## src/rtl/alarm_pkg.sv

```systemverilog
// Shared types and constants for the alarm wake-up minigame.
package alarm_pkg;

    localparam int LFSR_W = 8;
    // Fibonacci taps for x^8 + x^6 + x^5 + x^4 + 1 (state bits 7, 5, 4, 3)
    localparam logic [LFSR_W-1:0] LFSR_TAPS = 8'hB8;
    localparam int NUM_KEYS = 4;

    typedef enum logic [2:0] {
        IDLE,
        GEN,
        WAIT,
        FAIL,
        DONE
    } state_t;

    // The two low LFSR bits choose which key LED lights up.
    function automatic logic [NUM_KEYS-1:0] key_from_lfsr(input logic [LFSR_W-1:0] s);
        return NUM_KEYS'(1) << s[1:0];
    endfunction

endpackage

```

## src/rtl/alarm_minigame_lfsr8.sv

```systemverilog
// Free-running 8-bit Fibonacci LFSR used to pick minigame targets.
module lfsr8
    import alarm_pkg::*;
#(
    parameter logic [LFSR_W-1:0] SEED = 8'hA5
)(
    input  logic              MCLK,
    input  logic              RESET,
    output logic [LFSR_W-1:0] state
);

    always_ff @(posedge MCLK or posedge RESET) begin
        if (RESET) begin
            state <= SEED;
        end else begin
            state <= {state[LFSR_W-2:0], ^(state & LFSR_TAPS)};
        end
    end

endmodule

```

## src/rtl/alarm_minigame.sv

```systemverilog
// Wake-up minigame: press ROUNDS random target keys in a row, each before a timeout.
// Optional saturating fail counter output enabled by ALARM_MINIGAME_FAILCNT_EN.
module alarm_minigame
    import alarm_pkg::*;
#(
    parameter int unsigned       ROUNDS        = 4,
    parameter int unsigned       TICK_DIV      = 50000,
    parameter int unsigned       TIMEOUT_TICKS = 200,
    parameter logic [LFSR_W-1:0] LFSR_SEED     = 8'hA5
)(
    input  logic                MCLK,
    input  logic                RESET,
    input  logic                enable,
    input  logic [NUM_KEYS-1:0] key,
    output logic [NUM_KEYS-1:0] target,
    output logic [3:0]          round_idx,
    output logic                busy,
    output logic                fail_pulse,
    output logic                minigame_done
`ifdef ALARM_MINIGAME_FAILCNT_EN
    ,
    output logic [7:0]          fail_count
`endif
);

    localparam int DIV_W = $clog2(TICK_DIV + 1);
    localparam int TMO_W = $clog2(TIMEOUT_TICKS + 1);
    localparam logic [DIV_W-1:0] DIV_LAST = DIV_W'(TICK_DIV - 1);
    localparam logic [TMO_W-1:0] TMO_LAST = TMO_W'(TIMEOUT_TICKS - 1);
    localparam logic [3:0]       ROUNDS_V = 4'(ROUNDS);

    state_t             state;
    logic               enable_d;
    logic [DIV_W-1:0]   div_cnt;
    logic [TMO_W-1:0]   tmo_cnt;
    logic [LFSR_W-1:0]  lfsr_state;
    logic               start;
    logic               hit;
    logic               miss;
    logic               timeout;
    logic [3:0]         round_next;

    lfsr8 #(.SEED(LFSR_SEED)) u_lfsr (
        .MCLK  (MCLK),
        .RESET (RESET),
        .state (lfsr_state)
    );

    assign start      = enable & ~enable_d;
    assign hit        = (key == target);
    assign miss       = (key != '0) & ~hit;
    // Fires on the edge where the last divider wrap would bring the tick count to TIMEOUT_TICKS
    assign timeout    = (div_cnt == DIV_LAST) && (tmo_cnt == TMO_LAST);
    assign round_next = round_idx + 4'd1;

    always_ff @(posedge MCLK or posedge RESET) begin
        if (RESET) begin
            state         <= IDLE;
            enable_d      <= 1'b0;
            div_cnt       <= '0;
            tmo_cnt       <= '0;
            target        <= '0;
            round_idx     <= '0;
            busy          <= 1'b0;
            fail_pulse    <= 1'b0;
            minigame_done <= 1'b0;
`ifdef ALARM_MINIGAME_FAILCNT_EN
            fail_count    <= '0;
`endif
        end else begin
            enable_d <= enable;
            unique case (state)
                IDLE: begin
                    if (start) begin
                        state     <= GEN;
                        round_idx <= '0;
                        busy      <= 1'b1;
`ifdef ALARM_MINIGAME_FAILCNT_EN
                        fail_count <= '0;
`endif
                    end
                end
                GEN: begin
                    state   <= WAIT;
                    target  <= key_from_lfsr(lfsr_state);
                    div_cnt <= '0;
                    tmo_cnt <= '0;
                end
                WAIT: begin
                    if (div_cnt == DIV_LAST) begin
                        div_cnt <= '0;
                        tmo_cnt <= tmo_cnt + 1'b1;
                    end else begin
                        div_cnt <= div_cnt + 1'b1;
                    end
                    // Abort beats a correct key, which beats a wrong key or the timeout
                    if (!enable) begin
                        state     <= IDLE;
                        target    <= '0;
                        round_idx <= '0;
                        busy      <= 1'b0;
                    end else if (hit) begin
                        target    <= '0;
                        round_idx <= round_next;
                        if (round_next == ROUNDS_V) begin
                            state         <= DONE;
                            minigame_done <= 1'b1;
                        end else begin
                            state <= GEN;
                        end
                    end else if (miss || timeout) begin
                        state      <= FAIL;
                        fail_pulse <= 1'b1;
                        target     <= '0;
                        round_idx  <= '0;
`ifdef ALARM_MINIGAME_FAILCNT_EN
                        if (fail_count != 8'hFF) begin
                            fail_count <= fail_count + 8'd1;
                        end
`endif
                    end
                end
                FAIL: begin
                    fail_pulse <= 1'b0;
                    if (enable) begin
                        state <= GEN;
                    end else begin
                        state <= IDLE;
                        busy  <= 1'b0;
                    end
                end
                DONE: begin
                    minigame_done <= 1'b0;
                    busy          <= 1'b0;
                    state         <= IDLE;
                end
                default: begin
                    state <= IDLE;
                end
            endcase
        end
    end

endmodule

```

## config.mk

```make
export PLATFORM = sky130hd
export DESIGN_NAME = alarm_minigame
export DESIGN_NICKNAME = d
export VERILOG_FILES = /design/src/rtl/alarm_pkg.sv /design/src/rtl/alarm_minigame_lfsr8.sv /design/src/rtl/alarm_minigame.sv
export SDC_FILE = /design/constraint.sdc
export NUM_CORES = 1
export LEC_CHECK = 0
export ABC_AREA = 1
export CORE_UTILIZATION = 60
export CTS_CLUSTER_DIAMETER = 100
export DETAILED_ROUTE_END_ITERATION = 8
export PLACE_DENSITY_LB_ADDON = 0.3
export SYNTH_ARGS = -nofsm -noshare
export SYNTH_HDL_FRONTEND = slang
export SYNTH_HIERARCHICAL = 1
export SYNTH_SLANG_ARGS = --single-unit
```

## constraint.sdc

```tcl
create_clock -name MCLK -period 2.05 [get_ports MCLK]
set_input_delay 0.205 -clock MCLK [delete_from_list [all_inputs] [get_ports MCLK]]
set_output_delay 0.205 -clock MCLK [all_outputs]
set_load 0.03 [all_outputs]
```

Yosys cells after proc, flatten, opt, wreduce, memory -nomap -nowiden:

Index checks and enable logic that the tools add are counted.

* register bits: 47
* latch bits: 0
* RAM bits: 0
* memory bits (read-only): 0
* word-level logic and storage cells: 83
* memories: 0

* $add $sub $neg: 3
* $mul: 0
* divide/modulo/power cells: 0
* $lt $le $gt $ge: 0
* equal/unequal tests: 17
* shift operators: 1
* multiplexer cells: 30
* bitwise logic cells: 4
* reduce and logical (&&, ||, !) cells: 18

Operators with widths (count)
* 16-bit case mux with 2 select lines: 1
* 4-bit 2-to-1 mux: 6
* 16-bit by 1-bit adder with 16-bit output, second input constant: 1
* 16-bit equality test, second input constant: 1
* 16-bit 2-to-1 mux: 1
* 2-bit != test, second input constant: 8
* 4-bit case mux with 2 select lines: 2
* 8-bit case mux with 2 select lines: 1
* 3-bit 2-to-1 mux: 5
* 3-bit case mux with 4 select lines: 1
* 1-bit 2-to-1 mux: 9
* 8-bit by 1-bit adder with 8-bit output, second input constant: 1
* 8-bit equality test, second input constant: 1
* 8-bit 2-to-1 mux: 1
* 4-bit AND reduction: 2
* 2-bit nonzero test: 4
* 8-bit XOR reduction: 1
* 3-bit by 2-bit equality test with 1-bit output, second input constant: 2
* 2-bit AND reduction: 3
* 3-bit AND reduction: 2
* 4-bit by 1-bit adder with 4-bit output, second input constant: 1
* 4-bit by 3-bit equality test with 1-bit output, second input constant: 1
* 4-bit equality test: 1
* 4-bit != test, second input constant: 1
* 13 further kinds: 16

Depth between registers and ports, before layout:

* word-level depth: 8
* gate-level depth with buffers: 11
* depth with buffers taken out: 11

Cells and area by module:

The synthesis kept the hierarchy.

Modules (own cells, without submodules)
* alarm_minigame: instances 1, cells an instance 313, area each 2296.0 sq um, sequential area each 975.9 sq um
* lfsr8: instances 1, cells an instance 24, area each 272.8 sq um, sequential area each 205.2 sq um

Least setup slack after synthesis:

OpenSTA, ideal clock, no wires.

* path type: reg-to-reg
* start: reg div_cnt[0]
* end: reg tmo_cnt[5]
* library setup time: 0.116 ns
* data arrival time: 1.253 ns
* required time: 1.934 ns
* path slack: 0.680 ns
* stages on the path, launching flop included: 11
* buffers on the path: 0
* clock period less this slack: 1.370 ns
* cells stage by stage: dfrtp_1 ha_1 nand3_1 nor2_1 nand2_1 inv_1 nand2_2 nand2_4 inv_2 nand2_1 nand2_1

* longest elaborated chain between the ends: 3

RTL lines
* from (decl): line alarm_minigame.sv:34 `logic [DIV_W-1:0] div_cnt;`
* from (signal assigned): line alarm_minigame.sv:94 `div_cnt <= div_cnt + 1'b1;`
* 16-bit equality test: line alarm_minigame.sv:90 `if (div_cnt == DIV_LAST) begin`
* 2-bit != test (no line)
* 2-bit AND reduction (no line)
* to (signal assigned): line alarm_minigame.sv:92 `tmo_cnt <= tmo_cnt + 1'b1;`
* to (decl): line alarm_minigame.sv:35 `logic [TMO_W-1:0] tmo_cnt;`

No other way between the ends.
A chain may end at the register's enable or synchronous reset.

Worst setup path after layout:

* start: reg round_idx[2]
* end: out round_idx[2]

RTL lines
* from (decl): line alarm_minigame.sv:16 `output logic [3:0] round_idx,`
* from (signal assigned): line alarm_minigame.sv:104 `round_idx <= round_next;`

No word-level cell between the ends.

==> summary.md <==
| Metric | Value |
|---|---|
| First-pass GRT wire length | 8550 um |
| Inserted Diodes | 0 |
| Synth Cell Area | 2570 um2 |
| RSZ-0062 raised after global routing | false |
| Vias per inst | 5.31 |
| Fin crit share | 0.803 |
| Clock Latency Late Sink | 0.31 ns |
| Nets | 371 |
| Clk pin slew, worst setup/hold paths | 0.09 ns |
| Cells after synthesis | 337 |
| Initial antenna violation count | 0 |
| Drt initial violations | 155 |
| Syn_area_per_cell | 7.62 um2 |
| R2r setup slk | 0.46 ns |
| Final Total Pwr | 2.55 mW |
| Synth warn | 6 |
| Startpoint Class | flip-flop |
| Post-Layout Cell Count | 412 |
| Critical Path, Cell by Cell | clkdlybuf4s50_1 |
| FILL cells | 325 |
| Sequential standard cell area | 1180 um2 |
| Fin Setup TNS | 0 ns |
| Max-cap violations | 0 |
| Commonest cells in the netlist | nand2_1 (108), inv_1 (46), dfrtp_1 (43) |
| Ys async rst share | 1.00 |
| DR vias | 2189 |
| CTS Sinks | 47 |
| #FFs+latches synth | 47 |
| Die H | 67.4 um |
| Gpl congestion | 0.871 |
| CP Capture Type | output pin |
| Main synth FF type | dfrtp_1 |
| Sw frac | 0.361 |
| Syn Nets | 347 |
| Starting Density | 0.633 |
| Top-count cell post-synth | nand2_1 |
| DIE WIDTH | 67.4 um |
| Clock tree buffer depth | 2 |
| Leak pwr | 1.44 nW |
| DP HPWL | 3620 um |
| Finished Core Util | 0.721 |
| DRC Markers | 0 |
| Multi-input gate area | 1190 um2 |
| Io pins | 18 |
| Area of the die | 4550 um2 |
| Arrival time at the worst endpoint | 1.44 ns |
| PostCTS Resize Cnt | 0 |
| Top delay family on crit path | buffers and inverters |
| Fmax | 0.607 GHz |
| Area delta synth->final | 13.9% |
| Ratio of cells with drive above 1 in the final layout | 0.0939 |
| Outcome | complete, no violations |
| Fin. max-slew vios | 0 |
| WP data required | 1.85 ns |
| Hold_buf cts | 0 |
| Worst Hold Class | input port to async pin |
| Max_slew headroom | 0.666 |
| Peak VDD IR | 0.000504 V |
| Comb power frac | 0.298 |
| Post-synth top area share | 0.419 |
| CP max stage cell | clkdlybuf4s50_1 |
| Synth cell types | 33 |
| Post-synthesis sequential area ratio | 0.460 |
| Largest net degree at the start of global routing | 40 |
| Clk pwr share | 0.280 |
| Gr usage total | 0.255 |
| First-pass DRT Iterations | 4 |
| CTS H-tree depth | 2 |
| Flop pwr share | 0.421 |
| Vias in the first global route | 2019 |
| Inst Count DP | 404 |
| Hold Fails Final Rpt | 0 |
| Setup-violating endpoint count in the final report | 0 |
| Port Buffers | 17 |
| Core Area | 4060 um2 |
| PD cells | 872 nW/um2 |
| Clock Tree Root | clkbuf_8 |
| Wire per inst | 12.4 um |
| ANT nets after route | 0 |
| Setup Skew | 0.00801 ns |
| Measured slew at the worst slew-check pin | 0.501 ns |
| Synth area leader | dfrtp_1 |
| Largest cells by area after synthesis | dfrtp_1 (42%), nand2_1 (16%), inv_1 (6.7%) |
| Setup bufs post-CTS | 0 |
| EDFF count, synth | 0 |
| CP max FO | 5 |
| Internal power | 1.63 mW |
| CP Buf/Inv Count | 1 |
| Routed WL | 5110 um |
| Congestion Overflow GR | 0 |
| Setup CP Type | flip-flop to output pin |
| Sw Pwr | 0.921 mW |
| CP max stage delay | 0.70 ns |
| Final Critical Period | 1.65 ns |
| CTS Buf Count | 5 |
| CTS tree | done |
| Rows | 23 |
[registers in the layout, summed over array words and instances, names as in the netlist]
| register | flops |
|---|---|
| round_idx | 4 |
| state | 3 |
| tmo_cnt | 8 |
| div_cnt | 16 |
| minigame_done | 1 |
| busy | 1 |
| target | 4 |
| u_lfsr/state | 8 |
| fail_pulse | 1 |
| enable_d | 1 |
[layout make-up]
cell class              count  area share
multi-input cells         239       0.408
flip-flops and latches     47       0.404
repair buffers             19      0.0633
inverters                  49      0.0633
clock buffers               6      0.0282
well taps                  50      0.0214
clock inverters             2      0.0120
[final timing paths]
kind / startpoint / endpoint / depth (start not counted)
worst max-delay path: round_idx[2]$_DFFE_PP0P_ / round_idx[2] / 1
worst min-delay path: RESET / u_lfsr/state[6]$_DFF_PP0_ / 2
worst max register to register: div_cnt[0]$_DFFE_PP0P_ / div_cnt[10]$_DFFE_PP0P_ / 8
worst min register to register: u_lfsr/state[6]$_DFF_PP0_ / u_lfsr/state[7]$_DFF_PP1_ / 0
max in group asynchronous: RESET / div_cnt[6]$_DFFE_PP0P_ / 3
min in group MCLK: u_lfsr/state[6]$_DFF_PP0_ / u_lfsr/state[7]$_DFF_PP1_ / 0
[routing by layer]
| metal | GRT usage | wire (um) |
|---|---|---|
| met1 | 0.317 | 2340 |
| met2 | 0.430 | 2480 |
| met3 | 0.0574 | 205 |
| met4 | 0.0931 | 83 |
| met5 | 0 | 0 |
[cells by family (layout without fill, tap and decap cells)]
| kind of cell | Yosys count | count (layout) | synth area share |
|---|---|---|---|
| xor gates and xnor gates | 16 | 16 | 0.0546 |
| buffers and inverters | 51 | 76 | 0.0755 |
| DFF | 47 | 47 | 0.460 |
| AOI/OAI and AO/OA | 25 | 25 | 0.0536 |
| muxes | 1 | 1 | 0.00390 |
| and+or+nand+nor | 194 | 194 | 0.338 |
| adders and majority gates | 3 | 3 | 0.0146 |
[cells in the final DEF, fill, tap and decap left out, types with 2 or more instances in the layout]
cell type	n
nor2_2	5
nand2_1	108
buf_4	2
nand2_2	4
ha_1	3
clkbuf_8	6
xor2_1	12
o21ai_1	2
clkinv_2	2
nor3_1	4
xnor2_1	4
dfrtp_1	43
inv_1	46
nand3_1	23
dfstp_2	4
a21oi_1	3
o21ai_0	12
nand3_2	2
nor2_1	36
o22ai_1	6
inv_2	2
nand4_1	4
clkdlybuf4s50_1	17
[metrics by stage]
| step | hold WS [ns] | worst slack, ns | area (um2) |
|---|---|---|---|
| detailed placement | 0.337 | 0.390 | 2810 |
| global route | 0.186 | 0.316 | 2930 |
| floorplan | 0.0178 | 0.680 | 2570 |
| finish | 0.162 | 0.403 | 2930 |
| CTS | 0.166 | 0.393 | 2930 |
| global placement | 0.333 | 0.460 | 2810 |
[power groups by stage]
stage | Combinational, mW | Sequential [mW] | Clock, mW
2_1_floorplan | 0.478 | 1.14 | 0
3_3_place_gp | 0.753 | 1.09 | 0
3_5_place_dp | 0.759 | 1.09 | 0
4_1_cts | 0.762 | 1.08 | 0.725
5_1_grt | 0.847 | 1.08 | 0.757
6_report | 0.761 | 1.07 | 0.715
[worst reg2reg max path, delay by kind of cell, from the launching register on]
| family | cells | cell delay [ns] |
|---|---|---|
| buf+inv | 1 | 0.11 |
| fa+ha+maj | 1 | 0.23 |
| compound gates | 1 | 0.06 |
| flops | 1 | 0.41 |
| simple gates | 5 | 0.67 |
(Power assumes the default switching activity.)
